## src/rtl/encoder_pos_ctrl.sv

```systemverilog
// rtl/encoder_pos_ctrl.sv - quadrature step sequencer: position, windowed velocity, homing, soft limits
module encoder_pos_ctrl #(
  parameter int POS_W   = 16,
  parameter int VEL_W   = 12,
  parameter int WIN_CYC = 1000,
  parameter int LIM_HI  = 32000,
  parameter int LIM_LO  = -32000,
  parameter int HOME_TO = 100000
) (
  input  logic                    clk,
  input  logic                    reset,
  input  logic                    plus1,
  input  logic                    minus1,
  input  logic                    index_in,
  input  logic                    start,
  input  logic                    stop,
  input  logic                    cmd_home,
  input  logic                    clr_pos,
  input  logic                    clr_fault,
  output logic signed [POS_W-1:0] position,
  output logic signed [VEL_W-1:0] velocity,
  output logic                    vel_valid,
  output logic                    dir,
  output logic                    homed,
  output logic [1:0]              state,
  output logic [1:0]              fault_code,
  output logic                    both_err
);

  localparam logic [1:0] ST_IDLE   = 2'b00;
  localparam logic [1:0] ST_TRACK  = 2'b01;
  localparam logic [1:0] ST_HOMING = 2'b10;
  localparam logic [1:0] ST_FAULT  = 2'b11;

  localparam int WIN_W = $clog2(WIN_CYC + 1);
  localparam int TO_W  = $clog2(HOME_TO + 1);

  localparam logic signed [POS_W-1:0] C_LIM_HI   = POS_W'(LIM_HI);
  localparam logic signed [POS_W-1:0] C_LIM_LO   = POS_W'(LIM_LO);
  localparam logic signed [VEL_W:0]   C_VMAX     = (VEL_W+1)'((2 ** (VEL_W - 1)) - 1);
  localparam logic signed [VEL_W:0]   C_VMIN     = -C_VMAX;
  localparam logic [WIN_W-1:0]        C_WIN_LAST = WIN_W'(WIN_CYC - 1);
  localparam logic [TO_W-1:0]         C_TO_LAST  = TO_W'(HOME_TO - 1);

  logic [1:0]              r_state;
  logic                    r_index_q;
  logic signed [POS_W-1:0] r_pos;
  logic                    r_dir;
  logic                    r_homed;
  logic [1:0]              r_fault_code;
  logic                    r_both_err;
  logic [WIN_W-1:0]        r_win_cnt;
  logic signed [VEL_W-1:0] r_delta;
  logic signed [VEL_W-1:0] r_vel;
  logic                    r_vel_valid;
  logic [TO_W-1:0]         r_to_cnt;

  logic [1:0]              w_next;
  logic                    w_active;
  logic                    w_up;
  logic                    w_dn;
  logic                    w_edge;
  logic                    w_hi_hit;
  logic                    w_lo_hit;
  logic                    w_lim;
  logic                    w_up_ok;
  logic                    w_dn_ok;
  logic                    w_to_exp;
  logic signed [VEL_W:0]   w_dstep;
  logic signed [VEL_W:0]   w_sum;
  logic signed [VEL_W-1:0] w_delta_sat;
  logic [1:0]              w_fc_nxt;
  logic                    w_homed_nxt;

  assign w_active = (r_state == ST_TRACK) || (r_state == ST_HOMING);
  assign w_up     = w_active & plus1 & ~minus1;
  assign w_dn     = w_active & minus1 & ~plus1;
  assign w_edge   = (r_state == ST_HOMING) & index_in & ~r_index_q;

  // The index edge zeroes position anyway, so no limit can be crossed on that cycle
  assign w_hi_hit = w_up & ~w_edge & (r_pos >= C_LIM_HI);
  assign w_lo_hit = w_dn & ~w_edge & (r_pos <= C_LIM_LO);
  assign w_lim    = w_hi_hit | w_lo_hit;
  assign w_up_ok  = w_up & ~w_lim;
  assign w_dn_ok  = w_dn & ~w_lim;
  assign w_to_exp = (r_state == ST_HOMING) && (r_to_cnt == C_TO_LAST);

  assign w_dstep = w_up_ok ? (VEL_W+1)'(1) : (w_dn_ok ? '1 : '0);
  assign w_sum   = {r_delta[VEL_W-1], r_delta} + w_dstep;

  always_comb begin
    w_delta_sat = w_sum[VEL_W-1:0];
    if (w_sum > C_VMAX) begin
      w_delta_sat = C_VMAX[VEL_W-1:0];
    end else if (w_sum < C_VMIN) begin
      w_delta_sat = C_VMIN[VEL_W-1:0];
    end
  end

  always_ff @(posedge clk or posedge reset) begin
    if (reset) begin
      r_state <= ST_IDLE;
    end else begin
      r_state <= w_next;
    end
  end

  always_comb begin
    w_next = r_state;
    case (r_state)
      ST_IDLE: begin
        if (cmd_home) begin
          w_next = ST_HOMING;
        end else if (start) begin
          w_next = ST_TRACK;
        end
      end
      ST_TRACK: begin
        if (w_lim) begin
          w_next = ST_FAULT;
        end else if (stop) begin
          w_next = ST_IDLE;
        end else if (cmd_home) begin
          w_next = ST_HOMING;
        end
      end
      ST_HOMING: begin
        if (w_edge) begin
          w_next = ST_TRACK;
        end else if (w_lim) begin
          w_next = ST_FAULT;
        end else if (stop) begin
          w_next = ST_IDLE;
        end else if (w_to_exp) begin
          w_next = ST_FAULT;
        end
      end
      default: begin
        if (clr_fault) begin
          w_next = ST_IDLE;
        end
      end
    endcase
  end

  always_comb begin
    w_fc_nxt    = r_fault_code;
    w_homed_nxt = r_homed;
    if ((r_state == ST_FAULT) && (w_next == ST_IDLE)) begin
      w_fc_nxt = 2'b00;
    end else if (w_hi_hit) begin
      w_fc_nxt = 2'b01;
    end else if (w_lo_hit) begin
      w_fc_nxt = 2'b10;
    end else if ((r_state == ST_HOMING) && (w_next == ST_FAULT)) begin
      w_fc_nxt    = 2'b11;
      w_homed_nxt = 1'b0;
    end
    if (w_edge) begin
      w_homed_nxt = 1'b1;
    end
  end

  always_ff @(posedge clk or posedge reset) begin
    if (reset) begin
      r_index_q    <= 1'b0;
      r_pos        <= '0;
      r_dir        <= 1'b0;
      r_homed      <= 1'b0;
      r_fault_code <= 2'b00;
      r_both_err   <= 1'b0;
      r_to_cnt     <= '0;
    end else begin
      r_index_q    <= index_in;
      r_homed      <= w_homed_nxt;
      r_fault_code <= w_fc_nxt;
      if ((r_state == ST_IDLE) && clr_pos) begin
        r_pos <= '0;
      end else if (w_edge) begin
        r_pos <= '0;
      end else if (w_up_ok) begin
        r_pos <= r_pos + POS_W'(1);
      end else if (w_dn_ok) begin
        r_pos <= r_pos - POS_W'(1);
      end
      if (w_up_ok | w_dn_ok) begin
        r_dir <= w_up_ok;
      end
      if ((r_state == ST_FAULT) && clr_fault) begin
        r_both_err <= 1'b0;
      end else if (w_active & plus1 & minus1) begin
        r_both_err <= 1'b1;
      end
      if ((r_state == ST_HOMING) && (w_next == ST_HOMING)) begin
        r_to_cnt <= r_to_cnt + TO_W'(1);
      end else begin
        r_to_cnt <= '0;
      end
    end
  end

  // Partial windows are discarded outside TRACK/HOMING; velocity keeps its last value
  always_ff @(posedge clk or posedge reset) begin
    if (reset) begin
      r_win_cnt   <= '0;
      r_delta     <= '0;
      r_vel       <= '0;
      r_vel_valid <= 1'b0;
    end else if (w_active) begin
      if (r_win_cnt == C_WIN_LAST) begin
        r_win_cnt   <= '0;
        r_delta     <= '0;
        r_vel       <= w_delta_sat;
        r_vel_valid <= 1'b1;
      end else begin
        r_win_cnt   <= r_win_cnt + WIN_W'(1);
        r_delta     <= w_delta_sat;
        r_vel_valid <= 1'b0;
      end
    end else begin
      r_win_cnt   <= '0;
      r_delta     <= '0;
      r_vel_valid <= 1'b0;
    end
  end

  assign position   = r_pos;
  assign velocity   = r_vel;
  assign vel_valid  = r_vel_valid;
  assign dir        = r_dir;
  assign homed      = r_homed;
  assign state      = r_state;
  assign fault_code = r_fault_code;
  assign both_err   = r_both_err;

endmodule

```

## config.mk

```make
export PLATFORM = sky130hd
export DESIGN_NAME = encoder_pos_ctrl
export DESIGN_NICKNAME = d
export VERILOG_FILES = /design/src/rtl/encoder_pos_ctrl.sv
export SDC_FILE = /design/constraint.sdc
export NUM_CORES = 1
export LEC_CHECK = 0
export BUFFER_PORTS_ARGS = -buffer_cell sky130_fd_sc_hd__buf_2
export CAP_MARGIN = 20
export CORE_MARGIN = 10
export CORE_UTILIZATION = 50
export CTS_CLUSTER_SIZE = 8
export DETAILED_ROUTE_END_ITERATION = 7
export PLACE_DENSITY = 0.8
export SLEW_MARGIN = 20
export SYNTH_ARGS = -nofsm -noshare
export SYNTH_HDL_FRONTEND = slang
export SYNTH_SLANG_ARGS = --single-unit
```

## constraint.sdc

```tcl
create_clock -name clk -period 4.8 [get_ports clk]
set_input_delay 0.48 -clock clk [delete_from_list [all_inputs] [get_ports clk]]
set_output_delay 0.48 -clock clk [all_outputs]
set_load 0.02 [all_outputs]
```

==> results of run 1 <==
## synth_stat cells (2+ instances only)
master | count | area share, %
a21boi_0 | 2 | 0.31
nand2b_1 | 5 | 0.64
nand3_1 | 29 | 3.0
or3_1 | 7 | 0.90
o31ai_1 | 12 | 1.9
nand3b_1 | 3 | 0.46
inv_2 | 2 | 0.15
nor3_1 | 13 | 1.3
nor4b_1 | 2 | 0.36
and2_1 | 4 | 0.51
and3_1 | 11 | 1.4
xnor2_1 | 30 | 5.4
o21ai_0 | 16 | 1.6
nand2_1 | 62 | 4.8
or4_1 | 2 | 0.31
nand4_1 | 6 | 0.77
xor2_1 | 15 | 2.7
ha_1 | 23 | 5.9
inv_1 | 17 | 1.3
nor4_4 | 3 | 1.3
and4_1 | 2 | 0.36
or4_4 | 2 | 0.46
buf_6 | 2 | 0.46
nor2_1 | 65 | 5.0
o211ai_1 | 6 | 0.93
mux2i_1 | 9 | 1.9
a211oi_1 | 8 | 1.2
a21o_1 | 4 | 0.62
a21oi_1 | 38 | 3.9
o21ai_2 | 2 | 0.36
clkbuf_1 | 5 | 0.39
o41ai_1 | 2 | 0.36
nor4_1 | 5 | 0.64
dfrtp_1 | 76 | 39
buf_2 | 6 | 0.62
or2_2 | 3 | 0.39
o32ai_1 | 2 | 0.36
## worst max-delay path by stage
stage / startpoint / to / slack [ps] / cells after the start
5_1_grt: state[1]$_DFF_PP0_ / r_delta[3]$_DFF_PP0_ / 150 / 17
4_1_cts: state[0]$_DFF_PP0_ / r_delta[2]$_DFF_PP0_ / 440 / 17
3_3_place_gp: state[0]$_DFF_PP0_ / r_delta[3]$_DFF_PP0_ / 620 / 17
2_1_floorplan: state[0]$_DFF_PP0_ / velocity[0]$_DFFE_PP0P_ / 110 / 20
6_report: state[0]$_DFF_PP0_ / r_delta[2]$_DFF_PP0_ / 410 / 17
3_5_place_dp: state[1]$_DFF_PP0_ / r_delta[2]$_DFF_PP0_ / 460 / 17
## where the power goes
| group | total, mW | internal (mW) | switching (mW) |
|---|---|---|---|
| sequential | 0.887 | 0.749 | 0.138 |
| clock | 0.569 | 0.312 | 0.257 |
| combinational | 1.72 | 0.673 | 1.05 |
| total | 3.18 | 1.73 | 1.44 |
## registers in the layout (all words and copies together), names as in the netlist
register,cells
fault_code,2
r_delta,12
both_err,1
state,2
dir,1
position,16
r_index_q,1
r_to_cnt,17
homed,1
vel_valid,1
r_win_cnt,10
velocity,12
## through the flow
stage	worst slack [ps]	power, mW
6_report	405	3.18
5_1_grt	147	3.43
4_1_cts	441	3.17
3_5_place_dp	458	2.60
3_3_place_gp	618	2.56
2_1_floorplan	105	2.22
## routing by layer
| metal | vias up | global-route usage (%) |
|---|---|---|
| li1 | 2016 | - |
| met1 | 1984 | 19.5 |
| met2 | 104 | 26.6 |
| met3 | 13 | 4.33 |
| met4 | 0 | 4.58 |
| met5 | - | 0 |
## kinds of logic after synthesis
logic type | after synthesis | synth area share (%)
AND/OR/NAND/NOR | 236 | 25.5
AO/OA/AOI/OAI | 111 | 15.6
flip-flops | 76 | 39.1
XOR/XNOR | 45 | 8.10
buffers and inverters | 33 | 3.09
adder cells (fa/ha/maj) | 24 | 6.33
multiplexers | 10 | 2.31
## critical path: stages, from the launching register on
cell and delay, ps:
dfrtp_1 460, inv_1 120, ha_1 350, and3b_4 270, and4_4 250, a211o_2 150
inv_2 50, nor2_1 110, inv_1 80, ha_1 220, ha_1 270, nor4_4 250
o211ai_2 190, o32ai_1 290, xor2_1 140, nor4b_1 490, a31o_1 430, a21oi_1 130
## final cells by class
class / instances / area (um^2)
Sequential cell: 76 / 1900
Multi-Input combinational cell: 426 / 2820
Clock buffer: 10 / 138
Timing Repair Buffer: 52 / 278
Inverter: 19 / 71.3
Clock inverter: 6 / 96.3
Fill cell: 841 / 3910
Tap cell: 129 / 161
## placed cells by master, fill, tap and decap left out, drive strengths merged, types with 3 or more instances in the layout
cell    synthesis  routed
a211oi          8       8
a21o            4       4
a21oi          40      40
and2            4       4
and3           11      11
and4            3       3
buf             9      52
clkbuf          5      10
dfrtp          76      76
ha             23      23
inv            19      20
mux2i          10      10
nand2          62      62
nand2b          5       5
nand3          30      30
nand3b          4       4
nand4           7       7
nor2           66      66
nor3           13      13
nor4            9       9
o211ai          7       7
o21ai          20      20
o31ai          12      12
or2             3       3
or3             8       8
or4             4       4
xnor2          30      30
xor2           15      15
==> metrics, run 1 <==
#FFs+latches synth=76; fin crit period=4390 ps; CP endpoint kind=flop; initial antenna violation count=0; die span in y=~120 um; CP Data Arrival Time=4610 ps; Most used DFF post-synth=dfrtp_1; CP startpoint kind=flop; routed length per placed instance=~16 um; Metal-1 WL=5.07 mm; Post-synth EDFFs=0; Clock Latency Late Sink=360 ps; H-tree Lvls=3; drt first pass iters=4; number of DRC markers in iteration 0=271; worst hold path class=in2async; Port Buf Inserts=45; largest net degree at the start of global routing=42; # setup viols final=0; max_cap viols=0; clock-pin slew on the worst setup and hold paths=90 ps; DRC=0; Mean Syn Cell Area=9.10 um^2; Die Wd=119 um; reg2reg path depth=17; DR top layer=met4; worst vdd ir=0.205 mV; number of CTS-inserted buffers=9; CTS resizes=0; final slew viol count=0; Via Count=4117; Post-Place Cell Area=around 5200 um^2; Reg-to-Reg End=r_delta[2]$_DFF_PP0_; layout cell share with drive strength beyond 1=16.6%; Placed Instances=702; Post-Layout Cell Count=718; Mapped Area=4870 um^2; CTS tree=done; Lkg Pwr=approximately 2.4 nW; Area Growth Syn to Fin=12.2%; Ys Warns=0; DP HPWL=8.38 mm; Worst Max-Slew Pin Slew=~730 ps; PwrDens=just under 600 nW/um^2; Overflow after GRT=0; diode count=0; worst path required time=5020 ps; setup bufs post-CTS=0; antenna-violating nets left=0; final hold viol count=0; clk_skew=~13 ps; gpl congestion=0.886; final wirelength=11.1 mm; I/O pins=46; Final Core Density=58.3%; vias in the first global route=4075; Max clock buf depth=2; R2R Setup Slk=410 ps; first-pass GRT wire length=19.1 mm; Slew headroom=51.0%; Final nets=618; clock root cell=clkbuf_8; worst-path fanout max=10; initial core utilization=51.9%; GRT Total Usage=15.9%; Post-synth ARST share=between 90% and 100%; hold_ws=227 ps; # rows=35; final setup TNS=0 ps; fin crit share=91.6%; fin area=~5500 um^2; hold buffers post-CTS=0; fmax=228 MHz; status=finished, final reports clean; RSZ-0062 raised after global routing=no; register area share after synthesis=39.1%; clk sinks=76; Synth Instances=approximately 540; vias per cell=5.73; Netlist cell types=71; metal2 WL=roughly 5.3 mm; Setup CP Type=reg2reg; syn nets=569; Die ar.=between 10000 and 15000 um^2; core area=9370 um^2; r2r startpoint=state[0]$_DFF_PP0_; met3 WL=about 620 um
Power figures use the tool's default switching activity.
==> inputs of run 2 (changes only) <==
Settings changed: ABC_AREA from default to 1.
==> run 2 against run 1 <==
- power down 2.7%
- register-to-register slack better by 170 ps
- worst setup slack improved by 170 ps
- clock power down 13%
- flip-flop and latch count stayed put
==> metrics, run 2 <==
number of DRC markers in iteration 0=223; die span in y=approximately 120 um; CP startpoint kind=flop; drt first pass iters=5; Die ar.=13700 um^2; Worst Max-Slew Pin Slew=962 ps; worst hold path class=in2reg; Mapped Area=4720 um^2; CP endpoint kind=flop; fmax=between 200 and 250 MHz; clock root cell=clkbuf_8; Lkg Pwr=2.76 nW; Setup CP Type=reg2reg; layout cell share with drive strength beyond 1=11.4%; Synth Instances=650; crit-path max cell delay=440 ps; Filler cells=891; register area share after synthesis=40.3%; final setup TNS=0 ps; antenna-violating nets left=0; final hold viol count=0; core area=just over 9000 um^2; # rows=35; GRT Total Usage=between 10% and 20%; top area cells in the synthesized netlist=dfrtp_1 (40%), nand2_1 (15%), nor2_1 (7.0%), inv_1 (6.7%), ha_1 (6.1%); PnR worst setup slack=572 ps; largest area contributor in the netlist=dfrtp_1; crit path to=position[13]$_DFFE_PP0P_; Die Wd=117 um; Max clock buf depth=2; Most used DFF post-synth=dfrtp_1; r2r startpoint=state[0]$_DFF_PP0_; PwrDens=584 nW/um^2; number of CTS-inserted buffers=9; gpl congestion=0.928; max_cap viols=0; Area Growth Syn to Fin=12.2%; worst-path fanout max=7; Reg with most FFs=r_to_cnt; diode count=0; syn nets=684; DP HPWL=8.54 mm; most frequent cells after synthesis=nand2_1 (184), nor2_1 (88), inv_1 (84); initial antenna violation count=0; crit-path cells=inv_1 -> ha_1 -> nand3_1 -> nand2_1 -> nor2_1 -> nand2_1 -> nand2_1 -> nor2_1 -> clkinvlp_4 -> ha_1 -> nand3_1 -> nand2_1 -> nand2_1 -> nand2_1 -> a21oi_1 -> nor2_1 -> nor2_1 -> o21ai_0 -> a21boi_0 -> o21ai_0 -> a31oi_1 -> and2_1 -> o21ai_0; vias per cell=5.38; status=finished, final reports clean; first-pass GRT wire length=19.8 mm; area of the multi-input gates=between 2000 and 2500 um^2; Via Count=approximately 4.4k; Reg-to-Reg End=position[13]$_DFFE_PP0P_; worst path required time=5080 ps; slowest CP cell=dfrtp_1; Crit path top cell by count=nand2_1; clk_skew=around 15 ps; CP Data Arrival Time=roughly 4500 ps; clk sinks=76; leading cell type in the layout, fill and taps excluded=nand2_1; reg2reg path depth=23; Clock Latency Late Sink=350 ps; H-tree Lvls=3; Critical Path Start=state[0]$_DFF_PP0_; # setup viols final=0; min-delay src=index_in; routed length per placed instance=approximately 14 um; Netlist cell types=39; final wirelength=11.3 mm; DRC=0; most frequent cell after synthesis=nand2_1; worst vdd ir=0.332 mV; initial core utilization=51.3%; #FFs+latches synth=76; I/O pins=46; vias in the first global route=4463; largest net degree at the start of global routing=42; max reg flops=17; R2R Setup Slk=570 ps; Register Area=1900 um^2; clock-pin slew on the worst setup and hold paths=80 ps; share of the synthesized area in the top cell type=40.3%; Final nets=737; Slew headroom=35.7%; Ys Warns=0; Post-synth ARST share=between 90% and 100%; Mean Syn Cell Area=7.26 um^2; Port Buf Inserts=45; Post-Layout Cell Count=819; CTS tree=done; pre-CTS setup slack=463 ps; RSZ-0062 raised after global routing=no; Placed Instances=800; fin crit period=4230 ps; Overflow after GRT=0; final slew viol count=0; most frequent cells in the layout=nand2_1 (183), nor2_1 (87), inv_1 (81), dfrtp_1 (76), buf_2 (45); fin crit share=88.1%; Post-synth EDFFs=0; hold buffers post-CTS=0
-- run 2: changes by cell type in the layout (fill, tap and decap cells not counted), moves of 8 or more --
| cell | change |
|---|---|
| nand2_1 | +121 |
| inv_1 | +65 |
| xnor2_1 | -26 |
| nor2_1 | +22 |
| o21ai_0 | +20 |
| a21oi_1 | -13 |
| and3_1 | -10 |
| o31ai_1 | -10 |
| mux2i_1 | -9 |
| a211oi_1 | -8 |
| nor3b_1 | +8 |
-- run 2: stage by stage --
step                      area (um^2)  hold WS, ps  utilization (%)  power, mW
after floorplan                  4720          433                -       2.16
after global placement           5060          456             55.0       2.51
after detailed placement         5060          460             55.0       2.56
after CTS                        5260          251             57.2       3.07
after global routing             5300          239             57.6       3.40
final                            5300          269             57.6       3.09
-- run 2: area by class of cell --
type | count | share of cell area [%]
tap | 111 | 2.62
sequential | 76 | 35.9
clock buffer | 10 | 2.60
timing repair buffer | 53 | 5.38
multi-input combinational | 479 | 46.3
clock inverter | 6 | 1.16
inverter | 84 | 6.09
-- run 2: power by group --
part / leakage [nW] / switching, mW / internal [mW]
logic: 1.70 / 1.13 / 0.568
registers: 0.957 / 0.133 / 0.763
clock network: 0.102 / 0.241 / 0.253
-- run 2: worst min-delay path by stage --
stage	cells past startpoint	to
after global placement	1	r_to_cnt[0]$_DFF_PP0_
final	1	r_index_q$_DFF_PP0_
after floorplan	1	r_to_cnt[0]$_DFF_PP0_
after CTS	1	r_index_q$_DFF_PP0_
after detailed placement	2	velocity[9]$_DFFE_PP0P_
after global routing	1	r_index_q$_DFF_PP0_
-- run 2: cell families (layout without fill, tap and decap cells) --
group	after synthesis	after routing	share of synthesized area (%)
and+or+nand+nor	346	346	30.9
AOI/OAI and AO/OA	95	95	11.7
buffers and inverters	95	153	7.95
DFF	76	76	40.3
adders and majority gates	24	24	6.52
xor gates and xnor gates	14	14	2.60
-- run 2: repair_timing --
| action | CTS | global route |
|---|---|---|
| resized for setup | 0 | 5 |
| endpoints found under the setup margin | 0 | 24 |
| setup buffers | 0 | 3 |
-- run 2: worst max-delay path: cells and delay by family, from the launching register on --
family / cells / cell delay, ps
buf+inv: 2 / 380
simple gates: 13 / 1500
flops: 1 / 440
compound gates: 6 / 1170
fa+ha+maj: 2 / 680
-- run 2: layer usage --
metal  GRT usage [%]  vias to the layer above  wire length [um]
met5               0                        -                 0
met4            6.59                        0               194
met3            3.26                       16               409
met2            32.1                       87              5860
met1            20.0                     2080              4850
li1                -                     2220                 -
